$ cat src/rtl/hazard_pkg.sv
// Shared definitions for the forwarding / load-use hazard unit.
package hazard_pkg;

  typedef enum logic {
    IDLE  = 1'b0,
    STALL = 1'b1
  } hazState_t;

  // Select value meaning "take the operand from the register file".
  localparam int unsigned FWD_NONE = 0;

  // Width of the remaining-stall-cycles down-counter.
  localparam int unsigned REM_W = 4;

endpackage

$ cat src/rtl/fwd_src_match.sv
// Priority match of one EX source operand against the downstream
// destination registers. The nearest stage (lowest index) wins, and
// register 0 is never forwarded.
module fwd_src_match
  import hazard_pkg::*;
#(
  parameter int unsigned REG_AW  = 5,
  parameter int unsigned NUM_STG = 2,
  parameter int unsigned SEL_W   = $clog2(NUM_STG + 1)
) (
  input  logic [REG_AW-1:0]         src,
  input  logic [NUM_STG*REG_AW-1:0] stgRd,
  input  logic [NUM_STG-1:0]        stgWe,
  output logic [SEL_W-1:0]          sel
);

  logic hit;

  // Scan from nearest to farthest; first qualifying stage is latched by hit.
  always_comb begin
    sel = SEL_W'(FWD_NONE);
    hit = 1'b0;
    for (int unsigned k = 0; k < NUM_STG; k++) begin
      if (!hit && stgWe[k] && (stgRd[k*REG_AW +: REG_AW] != '0) &&
          (stgRd[k*REG_AW +: REG_AW] == src)) begin
        sel = SEL_W'(k + 1);
        hit = 1'b1;
      end
    end
  end

endmodule

$ cat src/rtl/forward_hazard_unit.sv
// Operand forwarding selects, load-use stall/bubble generation and
// saturating statistics counters for the EX stage.
module forward_hazard_unit
  import hazard_pkg::*;
#(
  parameter  int unsigned REG_AW   = 5,
  parameter  int unsigned NUM_SRC  = 2,
  parameter  int unsigned NUM_STG  = 2,
  parameter  int unsigned LOAD_LAT = 1,
  parameter  int unsigned CNT_W    = 16,
  localparam int unsigned SEL_W    = $clog2(NUM_STG + 1)
) (
  input  logic                        clk_i,
  input  logic                        rst_i,
  input  logic [NUM_SRC*REG_AW-1:0]   ex_src_i,
  input  logic [NUM_SRC*REG_AW-1:0]   id_src_i,
  input  logic [NUM_SRC-1:0]          id_src_use_i,
  input  logic [NUM_STG*REG_AW-1:0]   stg_rd_i,
  input  logic [NUM_STG-1:0]          stg_we_i,
  input  logic [REG_AW-1:0]           ex_rd_i,
  input  logic                        ex_memread_i,
  input  logic                        clr_cnt_i,
  output logic [NUM_SRC*SEL_W-1:0]    fwd_sel_o,
  output logic                        stall_o,
  output logic                        bubble_o,
  output logic [CNT_W-1:0]            stall_cnt_o,
  output logic [CNT_W-1:0]            fwd_cnt_o
);

  // The first stall cycle is spent in IDLE, the last one with rem == 0.
  localparam logic [REM_W-1:0] REM_INIT = (LOAD_LAT > 1) ? REM_W'(LOAD_LAT - 2) : '0;

  hazState_t          state;
  logic [REM_W-1:0]   rem;
  logic [NUM_SRC*SEL_W-1:0] matchSel;
  logic               loadUse;
  logic               anyFwd;

  for (genvar j = 0; j < NUM_SRC; j++) begin : gMatch
    fwd_src_match #(
      .REG_AW (REG_AW),
      .NUM_STG(NUM_STG),
      .SEL_W  (SEL_W)
    ) uMatch (
      .src  (ex_src_i[j*REG_AW +: REG_AW]),
      .stgRd(stg_rd_i),
      .stgWe(stg_we_i),
      .sel  (matchSel[j*SEL_W +: SEL_W])
    );
  end

  // Load in EX whose destination is read by the instruction in ID.
  always_comb begin
    loadUse = 1'b0;
    for (int unsigned j = 0; j < NUM_SRC; j++) begin
      if (id_src_use_i[j] && (id_src_i[j*REG_AW +: REG_AW] == ex_rd_i)) begin
        loadUse = 1'b1;
      end
    end
    loadUse = loadUse && ex_memread_i && (ex_rd_i != '0);
  end

  // Outputs are Mealy in IDLE and forced low while reset is held.
  always_comb begin
    fwd_sel_o = rst_i ? '0 : matchSel;
    stall_o   = !rst_i && ((state == STALL) || loadUse);
    bubble_o  = stall_o;
    anyFwd    = |fwd_sel_o;
  end

  // Stall sequencer: IDLE covers the first stall cycle, STALL the rest.
  always_ff @(posedge clk_i or posedge rst_i) begin
    if (rst_i) begin
      state <= IDLE;
      rem   <= '0;
    end else begin
      case (state)
        IDLE: begin
          if (loadUse && (LOAD_LAT > 1)) begin
            state <= STALL;
            rem   <= REM_INIT;
          end
        end
        STALL: begin
          if (rem == '0) begin
            state <= IDLE;
          end else begin
            rem <= rem - 1'b1;
          end
        end
        default: state <= IDLE;
      endcase
    end
  end

  // Saturating statistics; clear wins over a same-cycle increment.
  always_ff @(posedge clk_i or posedge rst_i) begin
    if (rst_i) begin
      stall_cnt_o <= '0;
      fwd_cnt_o   <= '0;
    end else if (clr_cnt_i) begin
      stall_cnt_o <= '0;
      fwd_cnt_o   <= '0;
    end else begin
      if (stall_o && (stall_cnt_o != '1)) begin
        stall_cnt_o <= stall_cnt_o + 1'b1;
      end
      if (anyFwd && (fwd_cnt_o != '1)) begin
        fwd_cnt_o <= fwd_cnt_o + 1'b1;
      end
    end
  end

endmodule

$ cat config.mk
export PLATFORM = sky130hd
export DESIGN_NAME = forward_hazard_unit
export DESIGN_NICKNAME = d
export VERILOG_FILES = /design/src/rtl/hazard_pkg.sv /design/src/rtl/fwd_src_match.sv /design/src/rtl/forward_hazard_unit.sv
export SDC_FILE = /design/constraint.sdc
export NUM_CORES = 1
export LEC_CHECK = 0
export ABC_AREA = 1
export BUFFER_PORTS_ARGS = -buffer_cell sky130_fd_sc_hd__buf_4
export CAP_MARGIN = 20
export CORE_MARGIN = 1
export CORE_UTILIZATION = 45
export DETAILED_ROUTE_END_ITERATION = 12
export PLACE_DENSITY = 0.8
export SYNTH_ARGS = -nofsm -noshare
export SYNTH_HDL_FRONTEND = slang
export SYNTH_SLANG_ARGS = --single-unit
$ cat constraint.sdc
create_clock -name clk_i -period 1.8 [get_ports clk_i]
set_input_delay 0.09 -clock clk_i [delete_from_list [all_inputs] [get_ports clk_i]]
set_output_delay 0.09 -clock clk_i [all_outputs]
set_load 0.01 [all_outputs]
Word level (Yosys, flattened, before mapping)
Index checks and enable logic that the tools add are counted.
{"block": "classes", "addsub": 3, "n_bitwise": 1, "reduce_logical": 28, "n_eq_ne": 8, "n_mux": 15}
{"op": "$mux 16", "n": 4}
{"op": "$add 16x1->16 const B", "n": 2}
{"op": "$ne 16x16->1 const B", "n": 2}
{"op": "$eq 5x5->1", "n": 6}
{"op": "$logic_and 1x1->1", "n": 16}
{"op": "$reduce_bool 5->1", "n": 3}
{"op": "$mux 1", "n": 8}
{"op": "$logic_not 4->1", "n": 1}
{"op": "$mux 2", "n": 2}
{"op": "$mux 4", "n": 1}
{"op": "$reduce_bool 2->1", "n": 2}
{"op": "$reduce_or 4->1", "n": 1}
{"op": "$sub 4x1->4 const B", "n": 1}
{"op": "$logic_not 1->1", "n": 3}
{"op": "$reduce_and 2->1", "n": 1}
{"op": "$logic_or 1x1->1", "n": 1}
{"op": "$not 1->1", "n": 1}
{"block": "word_totals", "reg_bits": 37, "word_cells": 59, "in_bits": 43}

Depth between registers and ports, before layout
{"block": "logic_depth", "ltp_word": 14, "mapped_depth": 13, "ltp_nobuf": 12}

Cells and area by module
A second synthesis with hierarchy kept.
{"block": "unflattened", "cells_unflattened": 475, "hier_area_um2": 2927.8}
{"module": "forward_hazard_unit", "cells_each": 365, "instances": 1, "seq_area_each_um2": 925.9, "area_per_inst_um2": 2489.9}
{"module": "fwd_src_match", "cells_each": 55, "instances": 2, "seq_area_each_um2": 0.0, "area_per_inst_um2": 219.0}

Worst setup path after synthesis
Ideal clock, no wire load.
{"block": "synth_timing", "path_kind": "register to register", "start": "register stall_cnt_o[0]", "end": "register stall_cnt_o[10]", "period_less_slack_ps": 1777, "path_buffers": 1, "t_required_ps": 1683, "arrival_time_ps": 1660, "stages_incl_launch_ff": 12, "setup_slack_ps": 23, "path_cell_list": "dfrtp_1 -> ha_1 -> nand2_1 -> nor3_2 -> nand3_1 -> nor2_1 -> nand2_1 -> nand3_2 -> nand2_2 -> buf_6 -> nand2_1 -> nand2_1"}
{"block": "synth_via", "elab_chain_len": 3, "elab_cells_between_ends": 6, "cone_classes": "add/sub: 1; eq/ne: 1; mux: 2; reduce/logical: 2"}
{"item": "from (decl)", "line_no": "forward_hazard_unit.sv:26", "text": "output logic [CNT_W-1:0] stall_cnt_o,"}
{"item": "from (signal assigned)", "line_no": "forward_hazard_unit.sv:106", "text": "stall_cnt_o <= stall_cnt_o + 1'b1;"}
{"item": "$add 16x1->16 / $ne 16x16->1 (equally long branches)", "line_no": "forward_hazard_unit.sv:106, forward_hazard_unit.sv:105"}
{"item": "$mux 16 / $logic_and 1x1->1 (equally long branches)", "line_no": "forward_hazard_unit.sv:105", "text": "if (stall_o && (stall_cnt_o != '1)) begin"}
{"item": "$mux 16 / $reduce_bool 2->1 (equally long branches)"}
Several ways; a longest one is shown, not always the timed one. The select of a mux whose other input is x is not followed.
A chain may end at the register's enable or synchronous reset.

Final worst setup path
{"block": "layout_timing", "start": "register fwd_cnt_o[0]", "end": "register fwd_cnt_o[0]"}
{"block": "layout_via", "elab_chain_len": 3, "elab_cells_between_ends": 6, "cone_classes": "add/sub: 1; eq/ne: 1; mux: 2; reduce/logical: 2"}
{"item": "from (decl)", "line_no": "forward_hazard_unit.sv:27", "text": "output logic [CNT_W-1:0] fwd_cnt_o"}
{"item": "from (signal assigned)", "line_no": "forward_hazard_unit.sv:109", "text": "fwd_cnt_o <= fwd_cnt_o + 1'b1;"}
{"item": "$add 16x1->16 / $ne 16x16->1 (equally long branches)", "line_no": "forward_hazard_unit.sv:109, forward_hazard_unit.sv:108"}
{"item": "$mux 16 / $logic_and 1x1->1 (equally long branches)", "line_no": "forward_hazard_unit.sv:108", "text": "if (anyFwd && (fwd_cnt_o != '1)) begin"}
{"item": "$mux 16 / $reduce_bool 2->1 (equally long branches)"}
Several ways; a longest one is shown, not always the timed one. The select of a mux whose other input is x is not followed.

==> implementation parameters <==
Parameter                              Value

Timing
  Worst Skew    0.0114 ns
  Final-report setup violation count    11
  Unrepaired setup endpoints after global routing    true
  Setup WS post-layout    -0.0537 ns
  Worst relative slew slack    0.631
  Total Negative Setup Slacks    -0.288 ns
  Worst-case hold slack    about 0.024 ns
  Period utilization    1.03
  Slew @ Worst Pin    between 0.5 and 0.6 ns
  Final critical delay including setup and external delays    1.85 ns
  Endpoints failing hold    0
  Number of slew-limit violations in the final report    0
  Fmax    539 MHz

Route
  DRC Markers    0
  Drt total wl    8330 microns
  Number of optimization iterations in the first detailed-route pass    5
  Final antenna-violating net count    0
  Mean routed wirelength per cell    13.2 microns
  Detailed-route via count    3314
  Iteration-0 DRC count of the detailed router    245
  Number of vias per cell    between 5 and 6

Cells and area
  Share of final-layout standard cells stronger than drive strength 1    0.271
  Net count, final    600
  Final core utilization    0.634
  Number of fillers in the final layout    approximately 530
  Commonest non-fill, non-tap cells in the layout    nand2_1, buf_4, nor2_1, inv_1, nand3_1
  Number of standard cells in the layout, taps in and fillers out    631
  Count of antenna diodes in the layout    0
  Most common library cell in the layout ignoring fill and taps    nand2_1
  Finished Cell Area    slightly above 0.004 sq mm
  Layout Area Growth over Synthesis    36.1%

Critical path
  Crit-path max FO    8
  Number of buffers and inverters on the critical path    0
  Type of element capturing the critical path    flip-flop
  Total number of cells along the worst setup path    9
  Number of cells on the worst reg-to-reg path    9
  Critical path cell sequence    ha_2, nand2_2, nor2_4, nand4_4, nor2_4, nand4_4, o21ai_4, nand3_1, nand2_1
  Kind of cell adding the most delay to the critical path    simple AND/OR/NAND/NOR gates
  Cell with the largest stage delay on the worst path    dfrtp_1
  Worst EP required    2.04 ns
  Crit path arrival time    roughly 2.1 ns
  Kind of critical path    flip-flop to flip-flop
  Delay of the slowest cell on the worst path    roughly 0.38 ns
  Startpoint type of the worst setup path    flip-flop

Min path
  Hold Path Class    primary input to async pin

Floorplanning
  Boundary pin count    81
  Core Rows    29
  Area enclosed by the die boundary    roughly 0.0069 sq mm
  Floorplan Core Area    around 0.0063 sq mm
  Initial core utilization    0.466
  Width of the chip    83.1 microns
  Chip Height    around 83 microns

Run status
  Run status    complete, but fails checks
  Failing checks    setup timing

CTS
  # hold bufs at CTS    0
  Clock Path Buffers    2
  H-tree depth    2
  Number of clock buffers inserted by TritonCTS    5
  TritonCTS Sinks    37
  Clock root buffer    clkbuf_8
  Worst-Skew Late Latency    approximately 0.3 ns
  CTS tree    done
  Clk pin slew, worst setup/hold paths    roughly 0.08 ns

Logic synthesis
  Number of nets produced by synthesis    roughly 500
  Sequential element share of the synthesized area    0.313
  Synthesis-stage register bit count    37
  Dominant cells by area after synthesis    dfrtp_1, nand2_1, xor2_1, nand3_1, nor2_1
  Number of distinct library cells after synthesis    30
  Post-synthesis instance total    between 400 and 500
  Number of warnings printed during yosys synthesis    0
  Area of the mapped netlist    0.00296 sq mm
  Area share of the largest cell type after synthesis    0.313
  Cell accounting for the most synthesized area    dfrtp_1
  Mean instance size in the synthesized netlist    6.54 sq um

Flow run
  Max-Cap Viols    0

Power
  Worst IR drop on VDD    0.000386 V
  Leak Pwr    2.29 nW
  Overall Power    1.91 mW
  Ratio of total power to cell area    about 470 mW/mm^2

Global routing
  Global-route wire length before repair    between 10000 and 15000 microns
  Maximum number of pins on one net before global-route repair    between 40 and 50
  Total overflow reported by the global router    0
  Antenna violations before repair    0
  GRT Util Overall    0.233
  Via count of the first global-routing pass    around 3100

Place
  Final GP Congestion    between 0.8 and 0.9
  Total of buffers placed on input and output ports    80
  Worst setup slack after placement    -0.0290 ns
  Placed inst area    approximately 0.0037 sq mm
  Dpl cells    between 600 and 700
  Placed wire-length estimate after detailed placement    ~5700 microns
==> final timing paths <==
kind                              start         endpoint  slack (ns)
setup / recovery           fwd_cnt_o[0]     fwd_cnt_o[0]       -0.05
hold reg to reg                  rem[3]           rem[3]        0.48
max in group asynchronous         rst_i   stall_cnt_o[2]        1.44
min in group clk_i            clr_cnt_i  stall_cnt_o[13]        0.19
setup reg to reg           fwd_cnt_o[0]     fwd_cnt_o[0]       -0.05
hold / removal                    rst_i     fwd_cnt_o[0]        0.02
==> worst reg2reg max path: cells and delay by family (launching register included) <==
kind | cells | cell delay [ns]
adder cells (fa/ha/maj) | 1 | 0.22
AND/OR/NAND/NOR | 7 | 0.97
AO/OA/AOI/OAI | 1 | 0.24
flip-flops | 1 | 0.38
==> state kept, by name (all words and copies together) (netlist names) <==
name         flops
state            1
rem              4
stall_cnt_o     16
fwd_cnt_o       16
==> repair_timing <==
action	in CTS	in global routing
setup buffers	2	3
endpoints found under the setup margin	16	32
pin swaps	0	12
gates resized for setup	1	20
cloned	2	2
==> cells in the mapped netlist (all sizes together) <==
| cell type | n |
|---|---|
| ha | 3 |
| nand3b | 2 |
| nor4 | 1 |
| buf | 9 |
| nand3 | 52 |
| nor3 | 11 |
| a21oi | 1 |
| or2 | 1 |
| xnor2 | 2 |
| dfrtp | 37 |
| xor2 | 35 |
| nor2 | 61 |
| clkbuf | 5 |
| o21ai | 12 |
| nand2 | 132 |
| nand4 | 25 |
| inv | 63 |
==> area by class of cell <==
cell class | count | area [sq um] | share of cell area
inverter | 63 | 236 | 0.0588
clock buffer | 5 | 68.8 | 0.0171
multi-input combinational | 340 | 1830 | 0.455
sequential | 37 | 926 | 0.230
timing repair buffer | 107 | 830 | 0.206
clock inverter | 2 | 35.0 | 0.00870
tap | 77 | 96.3 | 0.0239
==> per-layer routing <==
metal	up-vias	routed length, microns	global-route usage
li1	1633	-	-
met1	1512	3440	0.282
met2	152	4240	0.418
met3	17	496	0.0368
met4	0	153	0.0784
met5	-	0	0
==> kinds of logic (layout without fill, tap and decap cells) <==
family          Yosys count  in the layout  synth area share
xor+xnor                 37             37             0.110
fa+ha+maj                 3              3            0.0127
flops                    37             37             0.313
buf+inv                  77            177             0.107
simple gates            285            286             0.432
compound gates           13             14            0.0258
==> power by group <==
group	switching, mW	internal, mW	total, mW
registers	0.00558	0.840	0.846
clock network	0.319	0.403	0.723
logic	0.193	0.148	0.341
total	0.518	1.39	1.91
Power figures use the tool's default switching activity.
